[config.mk]
export PLATFORM = sky130hd
export DESIGN_NAME = pwm_actuador
export DESIGN_NICKNAME = d
export VERILOG_FILES = /design/src/rtl/pwm_actuador_pkg.sv /design/src/rtl/pwm_actuador_escala_sat.sv /design/src/rtl/pwm_actuador.sv
export SDC_FILE = /design/constraint.sdc
export NUM_CORES = 1
export LEC_CHECK = 0
export BUFFER_PORTS_ARGS = -buffer_cell sky130_fd_sc_hd__clkbuf_2
export CAP_MARGIN = 15
export CORE_ASPECT_RATIO = 2
export CORE_MARGIN = 4
export CORE_UTILIZATION = 55
export CTS_CLUSTER_SIZE = 12
export DETAILED_ROUTE_END_ITERATION = 6
export PLACE_DENSITY = 0.83
export SYNTH_ARGS = -nofsm -noshare
export SYNTH_HDL_FRONTEND = slang
export SYNTH_SLANG_ARGS = --single-unit
[constraint.sdc]
create_clock -name clk -period 3.6 [get_ports clk]
set_clock_uncertainty 0.05 [all_clocks]
set_input_delay 0.18 -clock clk [delete_from_list [all_inputs] [get_ports clk]]
set_output_delay 0.18 -clock clk [all_outputs]
set_load 0.02 [all_outputs]
[src/rtl/pwm_actuador_pkg.sv]
// Shared defaults and helpers for the PWM actuator block.
package pwm_actuador_pkg;

  localparam int CANT_BITS_DEF  = 20;
  localparam int PERIOD_CNT_DEF = 1000;

  typedef enum logic {
    ST_IDLE = 1'b0,
    ST_RUN  = 1'b1
  } estado_t;

  // Width of a duty value able to hold 0..period inclusive.
  function automatic int cw_of(input int period);
    return $clog2(period + 1);
  endfunction

endpackage

[src/rtl/pwm_actuador_escala_sat.sv]
// Effort-to-duty scaler: |suma| >> SHIFT, deadband, clip to full period.
module escala_sat
  import pwm_actuador_pkg::*;
#(
  parameter int cant_bits  = CANT_BITS_DEF,
  parameter int PERIOD_CNT = PERIOD_CNT_DEF,
  parameter int SHIFT      = 4,
  parameter int DEADBAND   = 0,
  parameter int CW         = cw_of(PERIOD_CNT)
) (
  input  logic [2*cant_bits-1:0] suma,
  output logic [CW-1:0]          duty_nxt,
  output logic                   sat_nxt,
  output logic                   dir_nxt
);

  // One extra bit so the most negative effort has a representable magnitude.
  localparam int MW = 2*cant_bits + 1;
  localparam logic [MW-1:0] PC_MW = MW'(PERIOD_CNT);
  localparam logic [CW-1:0] PC_CW = CW'(PERIOD_CNT);

  logic          neg;
  logic [MW-1:0] ext, absv, mag;
  logic          in_db;

  assign neg  = suma[2*cant_bits-1];
  assign ext  = {neg, suma};
  assign absv = neg ? (~ext + 1'b1) : ext;
  assign mag  = absv >> SHIFT;

  // A zero deadband must not produce an always-false unsigned compare.
  generate
    if (DEADBAND > 0) begin : g_db
      assign in_db = (mag < MW'(DEADBAND));
    end else begin : g_nodb
      assign in_db = 1'b0;
    end
  endgenerate

  // Deadband wins over clipping; direction is only meaningful with nonzero duty.
  always_comb begin
    duty_nxt = '0;
    sat_nxt  = 1'b0;
    dir_nxt  = 1'b0;
    if (in_db) begin
      duty_nxt = '0;
    end else if (mag > PC_MW) begin
      duty_nxt = PC_CW;
      sat_nxt  = 1'b1;
      dir_nxt  = neg;
    end else begin
      duty_nxt = mag[CW-1:0];
      dir_nxt  = neg && (mag != '0);
    end
  end

endmodule

[src/rtl/pwm_actuador.sv]
// PWM actuator: period counter, sample strobe, double-buffered duty/dir drive.
module pwm_actuador
  import pwm_actuador_pkg::*;
#(
  parameter int cant_bits  = CANT_BITS_DEF,
  parameter int PERIOD_CNT = PERIOD_CNT_DEF,
  parameter int SHIFT      = 4,
  parameter int DEADBAND   = 0,
  parameter int SAMPLE_DIV = 1
) (
  input  logic                        clk,
  input  logic                        rst,
  input  logic                        en,
  input  logic [2*cant_bits-1:0]      suma,
  output logic                        listo,
  output logic                        pwm,
  output logic                        dir,
  output logic [cw_of(PERIOD_CNT)-1:0] duty,
  output logic                        sat
);

  localparam int CW = cw_of(PERIOD_CNT);
  localparam int SW = (SAMPLE_DIV > 1) ? $clog2(SAMPLE_DIV) : 1;
  localparam logic [CW-1:0] P1 = CW'(PERIOD_CNT - 1);
  localparam logic [CW-1:0] P2 = CW'(PERIOD_CNT - 2);
  localparam logic [CW-1:0] P3 = CW'(PERIOD_CNT - 3);
  localparam logic [SW-1:0] SLAST = SW'(SAMPLE_DIV - 1);

  estado_t       state, state_n;
  logic [CW-1:0] cnt, cnt_n;
  logic [SW-1:0] samp, samp_n;
  logic          go, wrap, samp_last, capture;

  logic [CW-1:0] duty_nxt, sh_duty, duty_n;
  logic          sat_nxt, dir_nxt, sh_sat, sh_dir, sat_n, dir_n;

  escala_sat #(
    .cant_bits (cant_bits),
    .PERIOD_CNT(PERIOD_CNT),
    .SHIFT     (SHIFT),
    .DEADBAND  (DEADBAND),
    .CW        (CW)
  ) u_escala (
    .suma    (suma),
    .duty_nxt(duty_nxt),
    .sat_nxt (sat_nxt),
    .dir_nxt (dir_nxt)
  );

  // State register.
  always_ff @(posedge clk) begin
    if (!rst) state <= ST_IDLE;
    else      state <= state_n;
  end

  // Next state: en alone selects run or idle.
  always_comb begin
    state_n = state;
    case (state)
      ST_IDLE: if (en)  state_n = ST_RUN;
      ST_RUN:  if (!en) state_n = ST_IDLE;
      default: state_n = ST_IDLE;
    endcase
  end

  // FSM outputs: counting qualifier and the sample strobe.
  always_comb begin
    go        = (state == ST_RUN) && en;
    wrap      = (cnt == P1);
    samp_last = (samp == SLAST);
    listo     = go && (cnt == P3) && samp_last;
    capture   = go && (cnt == P2) && samp_last;
  end

  // Next counter and active drive values; active only changes at the wrap.
  always_comb begin
    cnt_n  = '0;
    samp_n = '0;
    duty_n = '0;
    dir_n  = 1'b0;
    sat_n  = 1'b0;
    if (go) begin
      cnt_n  = wrap ? '0 : cnt + 1'b1;
      samp_n = wrap ? (samp_last ? '0 : samp + 1'b1) : samp;
      duty_n = wrap ? sh_duty : duty;
      dir_n  = wrap ? sh_dir  : dir;
      sat_n  = wrap ? sh_sat  : sat;
    end
  end

  // Counter, active registers and pwm, registered from next values so pwm lines up with cnt.
  always_ff @(posedge clk) begin
    if (!rst) begin
      cnt  <= '0;
      samp <= '0;
      duty <= '0;
      dir  <= 1'b0;
      sat  <= 1'b0;
      pwm  <= 1'b0;
    end else begin
      cnt  <= cnt_n;
      samp <= samp_n;
      duty <= duty_n;
      dir  <= dir_n;
      sat  <= sat_n;
      pwm  <= go && (cnt_n < duty_n);
    end
  end

  // Shadow buffer: sampled from suma one cycle after listo, cleared when not running.
  always_ff @(posedge clk) begin
    if (!rst || !go) begin
      sh_duty <= '0;
      sh_dir  <= 1'b0;
      sh_sat  <= 1'b0;
    end else if (capture) begin
      sh_duty <= duty_nxt;
      sh_dir  <= dir_nxt;
      sh_sat  <= sat_nxt;
    end
  end

endmodule

==> impl_metrics.xml <==
<?xml version="1.0" encoding="UTF-8"?>
<metrics>
  <group name="sta">
    <metric name="final_hold_viol_count" unit="">0</metric>
    <metric name="finalMaxSlewViolations" unit="">0</metric>
    <metric name="maxSlewHeadroom" unit="">0.559</metric>
    <metric name="report.final.setup_viol" unit="">0</metric>
    <metric name="holdWs" unit="ps">59.4</metric>
    <metric name="maxClockFrequency" unit="MHz">298</metric>
    <metric name="final_min_period_over_clock_period" unit="">0.933</metric>
    <metric name="max_slew.worst_pin.slew" unit="ps">662</metric>
    <metric name="final.setup.tns" unit="ps">0</metric>
    <metric name="layout_min_cycle_time" unit="ps">3360</metric>
    <metric name="grt_setup_unrepaired" unit="">false</metric>
  </group>
  <group name="global_routing">
    <metric name="grt_busiest_layer" unit="">met2</metric>
    <metric name="grt_overflow_total" unit="">0</metric>
    <metric name="grt_use_total" unit="">0.333</metric>
    <metric name="vias_in_the_first_global_route" unit="">3253</metric>
    <metric name="gr-usage-met3" unit="">0.0478</metric>
    <metric name="first_pass_grt_wire_length" unit="um">15700</metric>
    <metric name="maximum_number_of_pins_on_one_net_before_global_route_repair" unit="">25</metric>
    <metric name="grt_antenna_before_repair" unit="">0</metric>
    <metric name="groute.layer.met2.usage" unit="">0.654</metric>
    <metric name="grtUsageMet1" unit="">0.256</metric>
  </group>
  <group name="hold_path">
    <metric name="worstHoldPathCells" unit="">2</metric>
    <metric name="hold_start" unit="">en</metric>
    <metric name="capture_endpoint_of_the_worst_hold_path" unit="">state</metric>
    <metric name="holdCritPathClass" unit="">primary input to flop</metric>
  </group>
  <group name="detailed_routing">
    <metric name="detail_route.wl_per_cell" unit="um">20.3</metric>
    <metric name="route.detailed.vias_per_inst" unit="">6.53</metric>
    <metric name="drt_pre_antenna_iters" unit="">4</metric>
    <metric name="drcViolationCount" unit="">0</metric>
    <metric name="route.final.wire_length" unit="um">9860</metric>
    <metric name="ant_nets" unit="">0</metric>
    <metric name="drt_iter0_markers" unit="">134</metric>
    <metric name="routed-via-count" unit="">3181</metric>
  </group>
  <group name="clocking">
    <metric name="path_clk_slew" unit="ps">70</metric>
    <metric name="clk-insertion-delay-late" unit="ps">290</metric>
    <metric name="ctsHtreeMaxLevel" unit="">2</metric>
    <metric name="cts.hold.buffers_added" unit="">0</metric>
    <metric name="clock-sinks" unit="">36</metric>
    <metric name="tritoncts_clock_tree" unit="">yes</metric>
    <metric name="max-clock-path-buffers" unit="">2</metric>
    <metric name="tritoncts.num_buffers" unit="">5</metric>
    <metric name="postCtsSetupBuffers" unit="">0</metric>
    <metric name="cts.repair.resized" unit="">0</metric>
    <metric name="cell_chosen_for_the_clock_root" unit="">clkbuf_8</metric>
  </group>
  <group name="yosys">
    <metric name="synth.avg_cell_area" unit="sq um">7.49</metric>
    <metric name="syn-instance-count" unit="">371</metric>
    <metric name="synthDistinctLibCells" unit="">56</metric>
    <metric name="synth_compound_gate_area_share" unit="">0.194</metric>
    <metric name="synth.net_count" unit="">426</metric>
    <metric name="yosys.area_share.adder" unit="">0.0540</metric>
    <metric name="netlist_area" unit="sq um">2780</metric>
    <metric name="synthMuxAreaShare" unit="">0.0585</metric>
    <metric name="synth_top_flop_cell" unit="">dfxtp_1</metric>
    <metric name="synth-seq-cells" unit="">36</metric>
    <metric name="synth-simple-area-share" unit="">0.338</metric>
    <metric name="synth_seq_area_share" unit="">0.259</metric>
    <metric name="post_synth_xor_area_fraction" unit="">0.0567</metric>
    <metric name="yosys_warnings" unit="">0</metric>
    <metric name="synth-edff-count" unit="">0</metric>
    <metric name="synth-async-reset-ratio" unit="">0</metric>
    <metric name="synth_top_family_by_area" unit="">simple AND/OR/NAND/NOR gates</metric>
  </group>
  <group name="floorplanning">
    <metric name="chipWidth" unit="um">58.3</metric>
    <metric name="fp.dieArea" unit="sq um">6330</metric>
    <metric name="boundaryPins" unit="">57</metric>
    <metric name="placeableCoreArea" unit="sq um">4860</metric>
    <metric name="starting_density_of_the_core" unit="">0.572</metric>
    <metric name="floorplan_die_height" unit="um">109</metric>
    <metric name="rows" unit="">36</metric>
  </group>
  <group name="power">
    <metric name="peakVddDrop" unit="mV">0.344</metric>
    <metric name="standby_leakage_power" unit="nW">1.26</metric>
    <metric name="pwr_density_cell" unit="nW/um^2">258</metric>
  </group>
  <group name="layout">
    <metric name="area_growth_syn_to_layout" unit="%">17.1</metric>
    <metric name="finalInstanceArea" unit="sq um">3260</metric>
    <metric name="antenna-diode-count" unit="">0</metric>
    <metric name="layout_commonest_cell" unit="">clkbuf_2</metric>
    <metric name="fin_cells" unit="">487</metric>
    <metric name="final_net_count" unit="">484</metric>
    <metric name="layout.cells.most_common_list" unit="">56 x clkbuf_2, 50 x nor2_1, 36 x dfxtp_1, 31 x nand2_1, 26 x nor3_1</metric>
    <metric name="drive_above_1_share" unit="">0.223</metric>
  </group>
  <group name="placed_design">
    <metric name="dpl_cell_area" unit="sq um">3160</metric>
    <metric name="globalplace.congestion" unit="">1.08</metric>
    <metric name="port_buffers" unit="">56</metric>
    <metric name="place.detailed.instances" unit="">479</metric>
    <metric name="place.detailed.hpwl" unit="um">7980</metric>
  </group>
  <group name="critical_path">
    <metric name="timing.reg2reg.setup_slack" unit="ps">240</metric>
    <metric name="timing.critical_path.buf_inv" unit="">1</metric>
    <metric name="crit_path_max_incr_delay" unit="ps">660</metric>
    <metric name="worst_r2r_endpoint" unit="">pwm</metric>
    <metric name="criticalPathCategory" unit="">flop to flop</metric>
    <metric name="cp_data_arrival_time" unit="ps">3500</metric>
    <metric name="worst_r2r_path_depth" unit="">13</metric>
    <metric name="timing.critical_path.slowest_stage_cell" unit="">or3_1</metric>
    <metric name="critPathLaunchType" unit="">flop</metric>
    <metric name="end_kind" unit="">flop</metric>
    <metric name="timing.critical_path.required" unit="ps">3750</metric>
    <metric name="timing.critical_path.max_delay_family" unit="">simple AND/OR/NAND/NOR gates</metric>
    <metric name="crit_chain" unit="">ha_1, inv_1, or3_1, nand2_1, nor2_1, ha_1, a21oi_1, nor2b_1, o21ai_0, nand2b_1, a21oi_1, a21boi_0, o21ai_0</metric>
    <metric name="worst-path-max-fanout" unit="">15</metric>
    <metric name="worstReg2RegStart" unit="">cnt[0]</metric>
  </group>
  <group name="flow_run">
    <metric name="maxCapViolations" unit="">0</metric>
  </group>
  <group name="run_status">
    <metric name="result_of_the_run" unit="">complete, no violations</metric>
  </group>
</metrics>
final cells by class:
| class | count | area (sq um) |
|---|---|---|
| clock buffers | 6 | 82.6 |
| clock inverters | 2 | 10.0 |
| fillers | 446 | 1610 |
| inverters | 10 | 37.5 |
| multi-input cells | 306 | 1950 |
| flip-flops and latches | 36 | 721 |
| well taps | 57 | 71.3 |
| repair buffers | 70 | 385 |
power by group:
group	leakage [nW]	internal, mW	total (mW)	switching [mW]
combinational	0.921	0.0500	0.144	0.0942
sequential	0.290	0.399	0.400	0.000892
clock	0.0510	0.153	0.298	0.145
Yosys cell counts (4+ instances only):
library cell / instances / area share
nand2_1: 31 / 0.042
a21oi_1: 16 / 0.029
clkbuf_1: 17 / 0.023
o21ai_0: 17 / 0.031
nand4_1: 9 / 0.020
ha_1: 12 / 0.054
nand3_1: 13 / 0.023
xor2_1: 12 / 0.038
o31ai_1: 4 / 0.011
nor2_1: 50 / 0.068
o2111ai_1: 5 / 0.016
nor3_1: 26 / 0.047
or3_1: 8 / 0.018
nor4_1: 12 / 0.027
inv_1: 10 / 0.014
xnor2_1: 6 / 0.019
mux2_2: 10 / 0.041
and3_1: 6 / 0.014
dfxtp_1: 36 / 0.26
a31oi_1: 6 / 0.014
and2_1: 7 / 0.016
mux2i_1: 5 / 0.018
metal layers:
metal,up-vias,part of all wire
met5,-,0
met1,1469,0.29
li1,1507,-
met4,0,0.10
met2,141,0.57
met3,64,0.042
cells by family after synthesis:
group                      count (synthesis)
and+or+nand+nor                          183
AOI/OAI and AO/OA                         78
DFF                                       36
buffers and inverters                     29
xor gates and xnor gates                  18
muxes                                     15
adders and majority gates                 12
flip-flops by register name, summed over array words and instances (netlist names):
signal	cells
cnt	10
duty	10
pwm	1
dir	1
sh_sat	1
sh_dir	1
sh_duty	10
sat	1
state	1
worst register-to-register path: stages (launching register included):
cell      delay [ps]
dfxtp_1          450
ha_1             280
inv_1             50
or3_1            660
nand2_1          380
nor2_1           100
ha_1             290
a21oi_1          160
nor2b_1           60
o21ai_0          180
nand2b_1          90
a21oi_1          170
a21boi_0          90
o21ai_0          240
through the flow:
step	power, mW	setup slack [ps]	utilization
after global placement	0.549	273	0.650
after global routing	0.871	31.1	0.669
after CTS	0.837	287	0.669
after detailed placement	0.549	242	0.650
final	0.842	243	0.669
after floorplan	0.479	367	-
worst max-delay path by stage:
stage	startpoint	end	cells after the start
finish	cnt[0]	pwm	13
global route	cnt[0]	pwm	13
CTS	cnt[0]	pwm	13
detailed placement	suma[2]	sh_duty[2]	9
global placement	suma[2]	sh_duty[1]	9
floorplan	suma[2]	sh_duty[1]	9
Note: power is estimated with default switching activity, not from simulation.
